**config.mk**
```make
export PLATFORM = sky130hd
export DESIGN_NAME = hsv_led_sequencer
export DESIGN_NICKNAME = d
export VERILOG_FILES = /design/src/rtl/hsv_led_sequencer.sv
export SDC_FILE = /design/constraint.sdc
export NUM_CORES = 1
export LEC_CHECK = 0
export BUFFER_PORTS_ARGS = -buffer_cell sky130_fd_sc_hd__buf_2
export CORE_ASPECT_RATIO = 1.5
export CORE_MARGIN = 10
export CORE_UTILIZATION = 55
export CTS_CLUSTER_DIAMETER = 120
export DETAILED_ROUTE_END_ITERATION = 16
export GPL_TIMING_DRIVEN = 0
export HOLD_SLACK_MARGIN = 0.15
export PLACE_DENSITY = 0.81
export RECOVER_POWER = 100
export SKIP_CTS_REPAIR_TIMING = 1
export SLEW_MARGIN = 25
export SYNTH_ARGS = -nofsm -noshare
export SYNTH_HDL_FRONTEND = slang
export SYNTH_SLANG_ARGS = --single-unit
```
**constraint.sdc**
```tcl
create_clock -name clk -period 5.7 [get_ports clk]
set_clock_uncertainty 0.15 [all_clocks]
set_input_delay 1.14 -clock clk [delete_from_list [all_inputs] [get_ports clk]]
set_output_delay 1.14 -clock clk [all_outputs]
set_load 0.01 [all_outputs]
```
**src/rtl/hsv_led_sequencer.sv**
```systemverilog
// ============================================================================
//  Module      : hsv_led_sequencer
//  Description : Shares one external combinational hsv2rgb converter across
//                NUM_LEDS channels. A prescaler advances a global base hue;
//                each tick launches a frame that walks every LED at
//                hue = base_hue + idx*spread and emits the converted RGB on a
//                valid-strobed bus.
//  Revision    : 1.0 - initial release
// ============================================================================
`default_nettype none

module hsv_led_sequencer #(
   parameter int NUM_LEDS = 4,
   parameter int IDX_W    = 4
) (
   input  logic             clk,
   input  logic             rst,
   input  logic             enable,
   input  logic             cfg_we,
   input  logic [1:0]       cfg_addr,
   input  logic [7:0]       cfg_wdata,
   output logic [7:0]       hsv_h,
   output logic [7:0]       hsv_s,
   output logic [7:0]       hsv_v,
   input  logic [7:0]       rgb_r,
   input  logic [7:0]       rgb_g,
   input  logic [7:0]       rgb_b,
   output logic [IDX_W-1:0] led_idx,
   output logic [23:0]      led_rgb,
   output logic             led_valid,
   output logic             frame_done
);

   localparam logic [1:0] S_IDLE = 2'd0;
   localparam logic [1:0] S_LOAD = 2'd1;
   localparam logic [1:0] S_CAPT = 2'd2;

   localparam logic [1:0] ADDR_SAT    = 2'd0;
   localparam logic [1:0] ADDR_VAL    = 2'd1;
   localparam logic [1:0] ADDR_SPEED  = 2'd2;
   localparam logic [1:0] ADDR_SPREAD = 2'd3;

   localparam logic [IDX_W-1:0] LAST_IDX = IDX_W'(NUM_LEDS - 1);

   // MCU-visible configuration
   logic [7:0]       sat;
   logic [7:0]       val;
   logic [7:0]       speed;
   logic [7:0]       spread;

   // Per-frame working copies, frozen at frame start
   logic [7:0]       sat_sh;
   logic [7:0]       val_sh;
   logic [7:0]       spread_sh;

   logic [15:0]      presc;
   logic [7:0]       base_hue;
   logic             pending;
   logic [1:0]       state;
   logic [IDX_W-1:0] idx;
   logic [7:0]       hue_acc;

   logic             tick;
   logic             start;
   logic             speed_wr;

   // Prescaler terminal count is (speed+1)*256-1 = {speed, FF}
   assign tick     = enable && (presc == {speed, 8'hFF});
   assign start    = (state == S_IDLE) && (pending || tick);
   assign speed_wr = cfg_we && (cfg_addr == ADDR_SPEED);

   // Configuration register writes
   always_ff @(posedge clk or posedge rst) begin
      if (rst) begin
         sat    <= 8'hFF;
         val    <= 8'hFF;
         speed  <= 8'h00;
         spread <= 8'h40;
      end else if (cfg_we) begin
         case (cfg_addr)
            ADDR_SAT:    sat    <= cfg_wdata;
            ADDR_VAL:    val    <= cfg_wdata;
            ADDR_SPEED:  speed  <= cfg_wdata;
            ADDR_SPREAD: spread <= cfg_wdata;
            default:     ;
         endcase
      end
   end

   // Prescaler: holds while disabled, restarts on a speed write
   always_ff @(posedge clk or posedge rst) begin
      if (rst) begin
         presc <= 16'd0;
      end else if (speed_wr) begin
         presc <= 16'd0;
      end else if (enable) begin
         presc <= tick ? 16'd0 : presc + 16'd1;
      end
   end

   // Base hue advances once per tick, wrapping naturally at 8 bits
   always_ff @(posedge clk or posedge rst) begin
      if (rst) begin
         base_hue <= 8'd0;
      end else if (tick) begin
         base_hue <= base_hue + 8'd1;
      end
   end

   // One-deep frame request latch; a tick while a request waits is dropped
   always_ff @(posedge clk or posedge rst) begin
      if (rst) begin
         pending <= 1'b0;
      end else if (start) begin
         pending <= 1'b0;
      end else if (tick) begin
         pending <= 1'b1;
      end
   end

   // Frame FSM: LOAD drives the converter, CAPT samples its result.
   // hue_acc steps by spread per LED, equal to base + idx*spread mod 256.
   always_ff @(posedge clk or posedge rst) begin
      if (rst) begin
         state      <= S_IDLE;
         idx        <= '0;
         sat_sh     <= 8'h00;
         val_sh     <= 8'h00;
         spread_sh  <= 8'h00;
         hue_acc    <= 8'h00;
         hsv_h      <= 8'h00;
         hsv_s      <= 8'h00;
         hsv_v      <= 8'h00;
         led_idx    <= '0;
         led_rgb    <= 24'h0;
         led_valid  <= 1'b0;
         frame_done <= 1'b0;
      end else begin
         led_valid  <= 1'b0;
         frame_done <= 1'b0;
         case (state)
            S_IDLE: begin
               if (start) begin
                  state     <= S_LOAD;
                  idx       <= '0;
                  sat_sh    <= sat;
                  val_sh    <= val;
                  spread_sh <= spread;
                  // base_hue increments on this same edge when tick fires
                  hue_acc   <= tick ? base_hue + 8'd1 : base_hue;
               end
            end
            S_LOAD: begin
               hsv_h <= hue_acc;
               hsv_s <= sat_sh;
               hsv_v <= val_sh;
               state <= S_CAPT;
            end
            S_CAPT: begin
               led_rgb   <= {rgb_r, rgb_g, rgb_b};
               led_idx   <= idx;
               led_valid <= 1'b1;
               if (idx == LAST_IDX) begin
                  frame_done <= 1'b1;
                  state      <= S_IDLE;
               end else begin
                  idx     <= idx + IDX_W'(1);
                  hue_acc <= hue_acc + spread_sh;
                  state   <= S_LOAD;
               end
            end
            default: state <= S_IDLE;
         endcase
      end
   end

endmodule

`default_nettype wire
```
==> results.sh, run 1 <==
export IMPL_status="finished with violations"
export IMPL_violations="max-capacitance violations, max-slew violations"
export IMPL_cts_buffers=17
export IMPL_via_per_inst=5.43
export IMPL_cp_end_kind="flip-flop"
export IMPL_clockBufferDepth=2
export IMPL_h_tree_depth=4
export IMPL_postPlaceCellArea_um2=7050
export IMPL_grt_antenna_before_repair=0
export IMPL_grt_ovfl_total=0
export IMPL_tightest_slew_ns=2.25
export IMPL_ys_warn_count=0
export IMPL_yosysUniqueCellTypes=48
export IMPL_initial_utilization=0.558
export IMPL_rsz0062_at_grt="false"
export IMPL_nets=696
export IMPL_synth_area_um2=6370
export IMPL_hold_viol=0
export IMPL_fill_cells=876
export IMPL_max_cap_violations=1
export IMPL_synth_flop_cell="dfrtp_1"
export IMPL_gp_congestion=0.782
export IMPL_port_buffers=91
export IMPL_coreArea_um2=11400
export IMPL_switching_share=0.229
export IMPL_area_delta_synth_final_pct=18.2
export IMPL_p_leak_nw=3.63
export IMPL_die_w_um=108
export IMPL_power_frac_comb=0.058
export IMPL_hold_class="reg2reg"
export IMPL_avgSynthCellArea_um2=11.9
export IMPL_clkSinkCount=149
export IMPL_worstPathArrival_ns=4.29
export IMPL_vdd_drop_max_mv=0.277
export IMPL_syn_inst=536
export IMPL_fmax_mhz=242
export IMPL_wl_mm=14.2
export IMPL_ys_ff_latch=149
export IMPL_drtPass1Iterations=4
export IMPL_p_int_mw=1.90
export IMPL_ioPinCount=92
export IMPL_cts_tree="done"
export IMPL_routedWlPerCell_um=17.6
export IMPL_gr_usage_all_layers=0.181
export IMPL_antenna_left=0
export IMPL_final_min_clock_period_ns=4.13
export IMPL_path_clk_slew_ns=0.06
export IMPL_clk_latency_ns=0.43
export IMPL_required_ns=5.86
export IMPL_grt_pass1_vias=4683
export IMPL_stdcell_area_um2=7530
export IMPL_die_h_um=152
export IMPL_drc=0
export IMPL_clkPwrFrac=0.468
export IMPL_num_antenna_cells=0
export IMPL_slew_violations=52
export IMPL_setup_violations=0
export IMPL_grt_pass1_wl_mm=23.3
export IMPL_max_slew_margin=-0.510
export IMPL_path_class="reg2reg"
export IMPL_grt_max_degree=99
export IMPL_num_rows=48
export IMPL_synth_yosys_seq_area_share=0.589
export IMPL_async_flop_share=1.00
export IMPL_switchingPower_uw=564
export IMPL_seq_power_share=0.475
export IMPL_die_area_um2=16400
export IMPL_synth_fp_nets=585
export IMPL_drt_iter0_markers=209
export IMPL_fin_crit_sh=0.724
export IMPL_drive_gt1_frac=0.250
export IMPL_synth_edf_count=0
export IMPL_crit_fanout=10
export IMPL_final_util=0.660
export IMPL_ctsRootBufferMaster="clkbuf_16"
export IMPL_vias=4398
export IMPL_p_per_area_nw_per_um2=328
export IMPL_worstSetupStartpointType="flip-flop"
export IMPL_hpwl_mm=10.0
worst paths after layout:
| path | start | to | slack [ns] | depth (start not counted) |
|---|---|---|---|---|
| max | presc[0] | sat_sh[0] | 1.57 | 8 |
| min | led_rgb[2] | led_rgb[2] | 0.33 | 2 |
| max reg2reg | presc[0] | sat_sh[0] | 1.57 | 8 |
| min reg2reg | led_rgb[2] | led_rgb[2] | 0.33 | 2 |
| max in group asynchronous | rst | sat[3] | 3.01 | 3 |
| min in group asynchronous | rst | hsv_s[6] | 1.17 | 2 |
metal layers:
metal | GRT usage | up-vias | share of wire
met5 | 0 | - | 0
met2 | 0.324 | 132 | 0.52
met1 | 0.187 | 2173 | 0.38
met3 | 0.0521 | 31 | 0.066
met4 | 0.0938 | 0 | 0.029
li1 | - | 2062 | -
synthesized netlist by cell type, types with 5 or more instances:
| library cell | count | area share |
|---|---|---|
| nor3_1 | 7 | 0.0055 |
| a21oi_1 | 10 | 0.0079 |
| nor4_1 | 7 | 0.0069 |
| nand4_1 | 5 | 0.0049 |
| dfrtp_1 | 132 | 0.52 |
| dfstp_2 | 17 | 0.070 |
| clkbuf_1 | 13 | 0.0077 |
| ha_1 | 10 | 0.020 |
| nor2_1 | 23 | 0.014 |
| nand3_1 | 12 | 0.0094 |
| mux2_2 | 79 | 0.14 |
| nand2_1 | 114 | 0.067 |
| o21ai_0 | 15 | 0.012 |
| xor2_1 | 27 | 0.037 |
| inv_1 | 8 | 0.0047 |
registers in the layout, summed over array words and instances (netlist names), 4 cells and up:
register,cells
led_rgb,24
presc,16
base_hue,8
hsv_h,8
hsv_s,8
hsv_v,8
hue_acc,8
sat,8
sat_sh,8
speed,8
spread,8
spread_sh,8
val,8
val_sh,8
idx,4
led_idx,4
layout make-up:
cell class,instances,area (µm²),area share
plain buffers,20,75.1,0.00997
multi-input cells,359,2460,0.326
clock inverters,14,175,0.0233
inverters,8,31.3,0.00415
repair buffers,92,414,0.0550
clock buffers,18,439,0.0583
well taps,150,188,0.0249
flip-flops and latches,149,3750,0.498
cell usage in the layout (no fill, tap or decap), drive strengths merged, types with 2 or more instances in the layout:
| master | Yosys | routed |
|---|---|---|
| dfrtp | 132 | 132 |
| nand2 | 114 | 114 |
| clkbuf | 13 | 92 |
| mux2 | 79 | 79 |
| buf | 7 | 38 |
| xor2 | 27 | 27 |
| nor2 | 23 | 23 |
| dfstp | 17 | 17 |
| o21ai | 15 | 15 |
| nand3 | 12 | 12 |
| inv | 8 | 11 |
| a21oi | 10 | 10 |
| ha | 10 | 10 |
| nor4 | 8 | 8 |
| nor3 | 7 | 7 |
| nand4 | 5 | 5 |
| nand2b | 4 | 4 |
| o31ai | 4 | 4 |
| clkinvlp | 0 | 4 |
| clkinv | 0 | 4 |
| a21o | 3 | 3 |
| o21a | 3 | 3 |
| or2 | 3 | 3 |
| bufinv | 0 | 3 |
| or4 | 3 | 3 |
| and3 | 3 | 3 |
| or3 | 2 | 2 |
| mux2i | 2 | 2 |
| nor2b | 2 | 2 |
| a21boi | 2 | 2 |
| nand3b | 2 | 2 |
| and3b | 2 | 2 |
| xnor2 | 2 | 2 |
power by group through the flow:
stage                     registers [mW]  logic [mW]  clock network [mW]
after detailed placement            1.19       0.146                   0
after CTS                           1.17       0.148                1.17
final                               1.17       0.142                1.15
after global routing                1.18       0.158                1.22
after global placement              1.18       0.131                   0
after floorplan                     1.17       0.101                   0
worst max-delay path, stage by stage (launching register included):
cell      delay (ns)
dfrtp_1         0.39
ha_1            0.20
nand3_1         0.12
or4_1           0.62
nor4_1          1.01
o21a_1          0.21
clkbuf_1        0.33
clkbuf_1        0.57
mux2_2          0.41
cell families (layout without fill, tap and decap cells):
group,Yosys count,count (layout),synth area share
simple gates,194,194,0.140
flops,149,149,0.589
mux,81,81,0.143
compound gates,44,44,0.0428
xor+xnor,29,29,0.0399
buf+inv,28,152,0.0232
fa+ha+maj,11,11,0.0228
metrics by stage:
step / power, mW / setup slack, ns / cells / TNS (ns) / hold slack [ns]
CTS: 2.49 / 2.80 / 810 / 0 / 0.322
floorplan: 1.28 / 0.430 / 536 / 0 / 0.293
global placement: 1.31 / -0.883 / 777 / -115.18 / 0.302
global route: 2.55 / 1.42 / 810 / 0 / 0.346
detailed placement: 1.33 / 2.55 / 778 / 0 / 0.307
finish: 2.47 / 1.57 / 810 / 0 / 0.326
No activity file was read; power rests on OpenSTA's default activity.
==> run 2: changes to the inputs <==
- ABC_AREA: not set -> 1
- CORE_UTILIZATION: 55 -> 52
- PLACE_DENSITY: 0.81 -> 0.8
- clock period: 5.7 -> 3.7 ns (I/O delays scaled with it)
==> run 2 against run 1 <==
  * Wire length grew 9.7%
  * Global-route usage shrank 0.34 points
  * The flow still finishes with violations (max-capacitance violations, max-slew violations)
  * Flip-flop and latch count is the same
  * Largest cell class unchanged
  * Sequential share of layout area shrank 1.8 points
  * Cell area grew 3.7%
  * Register-to-register slack lost 0.67 ns
  * Non-clock buffer count grew 8
  * Power grew 86%
  * Synthesized cell count grew 41%
  * Utilization shrank 3.6 points
  * Cell count grew 28%
  * Critical endpoint is now hue_acc[5]
==> results.sh, run 2 <==
export IMPL_ctsRootBufferMaster="clkbuf_16"
export IMPL_hpwl_mm=11.2
export IMPL_yosys_area_top_type="dfrtp_1"
export IMPL_cts_buffers=17
export IMPL_die_w_um=112
export IMPL_dp_cells=1007
export IMPL_power_mw=4.59
export IMPL_crit_slowest_cell="nand2_1"
export IMPL_final_cell_mix="nand2_1 (251), dfrtp_1 (132), clkbuf_1 (79)"
export IMPL_worstSetupStartpoint="presc[0]"
export IMPL_status="finished with violations"
export IMPL_clk_latency_ns=0.43
export IMPL_grt_max_degree=35
export IMPL_drive_gt1_frac=0.116
export IMPL_yosys_cell_count_top_type="nand2_1"
export IMPL_synth_fp_nets=805
export IMPL_met3_usage=0.0460
export IMPL_num_rows=50
export IMPL_synth_flop_cell="dfrtp_1"
export IMPL_worstPathArrival_ns=3.02
export IMPL_top_register="led_rgb"
export IMPL_required_ns=3.91
export IMPL_fill_cells=1081
export IMPL_grt_pass1_wl_mm=25.8
export IMPL_postPlaceCellArea_um2=7390
export IMPL_path_class="reg2reg"
export IMPL_r2r_cells=12
export IMPL_top_usage_layer="met2"
export IMPL_fmax_mhz=357
export IMPL_rsz0062_at_grt="false"
export IMPL_layout_commonest_cell="nand2_1"
export IMPL_ioPinCount=92
export IMPL_max_cap_violations=2
export IMPL_die_h_um=158
export IMPL_clockBufferDepth=2
export IMPL_area_delta_synth_final_pct=17.8
export IMPL_stdcell_area_um2=7800
export IMPL_routedWlPerCell_um=15.0
export IMPL_h_tree_depth=4
export IMPL_vias=5424
export IMPL_nets=919
export IMPL_p_leak_nw=3.88
export IMPL_grt_antenna_before_repair=0
export IMPL_synth_edf_count=0
export IMPL_r2r_start="presc[0]"
export IMPL_gr_usage_all_layers=0.178
export IMPL_worst_path_buf_inv=1
export IMPL_synth_top_area_share=0.498
export IMPL_grt_ovfl_total=0
export IMPL_violations="max-capacitance violations, max-slew violations"
export IMPL_slew_violations=62
export IMPL_tightest_slew_ns=1.74
export IMPL_reg_top3="led_rgb (24), presc (16)"
export IMPL_cp_common_cell="nand2_1"
export IMPL_wl_mm=15.6
export IMPL_antenna_left=0
export IMPL_avgSynthCellArea_um2=8.77
export IMPL_drc=0
export IMPL_r2r_end="hue_acc[5]"
export IMPL_cp_end_kind="flip-flop"
export IMPL_die_area_um2=17800
export IMPL_via_per_inst=5.22
export IMPL_synthTopCellsByArea="dfrtp_1 (50%), nand2_1 (14%), dfstp_2 (6.7%), o21ai_0 (4.4%), inv_1 (4.1%)"
export IMPL_largest_register_ffs=24
export IMPL_multiInputGateArea_um2=2370
export IMPL_port_buffers=90
export IMPL_synth_area_um2=6630
export IMPL_use_met2=0.329
export IMPL_synth_common_cells="nand2_1 (249), dfrtp_1 (132), inv_1 (73)"
export IMPL_crit_family="simple AND/OR/NAND/NOR gates"
export IMPL_hold_viol=0
export IMPL_vdd_drop_max_mv=0.333
export IMPL_path_clk_slew_ns=0.07
export IMPL_clkSinkCount=149
export IMPL_use_met1=0.184
export IMPL_tns_ns=0
export IMPL_drt_iter0_markers=353
export IMPL_cts_tree="done"
export IMPL_regArea_um2=3750
export IMPL_async_flop_share=1.00
export IMPL_synth_yosys_seq_area_share=0.566
export IMPL_max_slew_margin=-0.162
export IMPL_initial_utilization=0.530
export IMPL_dp_slack_ns=1.21
export IMPL_max_stage_delay_ns=0.41
export IMPL_hold_class="in2async"
export IMPL_fin_crit_sh=0.758
export IMPL_num_antenna_cells=0
export IMPL_setup_violations=0
export IMPL_grt_pass1_vias=5492
export IMPL_ys_warn_count=0
export IMPL_syn_inst=756
export IMPL_coreArea_um2=12500
export IMPL_fin_cells=1039
export IMPL_final_min_clock_period_ns=2.80
export IMPL_yosysUniqueCellTypes=35
export IMPL_crit_fanout=10
export IMPL_final_util=0.624
export IMPL_crit_path_cell_trace="ha_1 > nand2_1 > nor3_1 > nand2_1 > nor2_1 > nand3_1 > nand2_1 > nand2_8 > nand2_1 > buf_12 > nand3_1 > nand2_1"
export IMPL_final_setup_worst_slack_ns=0.897
export IMPL_p_per_area_nw_per_um2=588
export IMPL_fin_hold_ws_ns=0.219
export IMPL_worstSetupStartpointType="flip-flop"
export IMPL_rrSetupSlack_ns=0.90
export IMPL_gp_congestion=0.848
export IMPL_ys_ff_latch=149
export IMPL_drtPass1Iterations=5
==> run 2: cell types whose count changed after synthesis, moves of 34 or more <==
cell	change
mux2_2	-79
inv_1	+65
nand2_1	+135
nand3_1	+34
o21ai_0	+43
==> run 2: cells by family after synthesis <==
family / synth area share
xor+xnor: 0.0145
simple gates: 0.259
compound gates: 0.0753
buf+inv: 0.0633
fa+ha+maj: 0.0219
flops: 0.566
==> run 2: layer usage <==
metal / part of all wire / vias up
li1: - / 2646
met1: 0.38 / 2607
met2: 0.54 / 137
met3: 0.047 / 34
met4: 0.029 / 0
met5: 0 / -
==> run 2: cell type report <==
cell class	count	area share
flip-flops and latches	149	0.481
inverters	74	0.0358
multi-input cells	508	0.304
clock inverters	15	0.0249
plain buffers	25	0.0157
well taps	156	0.0250
repair buffers	95	0.0593
clock buffers	17	0.0545
==> run 2: worst max-delay path by stage <==
stage | depth (start not counted) | slack, ns | to
final | 12 | 0.90 | hue_acc[5]
after global routing | 12 | 0.70 | hue_acc[5]
after CTS | 8 | 1.41 | hue_acc[4]
after detailed placement | 9 | 1.21 | presc[14]
after global placement | 2 | 0.06 | presc[15]
after floorplan | 1 | 0.95 | base_hue[0]
==> run 2: where the power goes <==
part	total [mW]	internal, mW	switching [mW]
clock	1.75	0.928	0.821
sequential	2.07	1.90	0.168
combinational	0.773	0.300	0.473
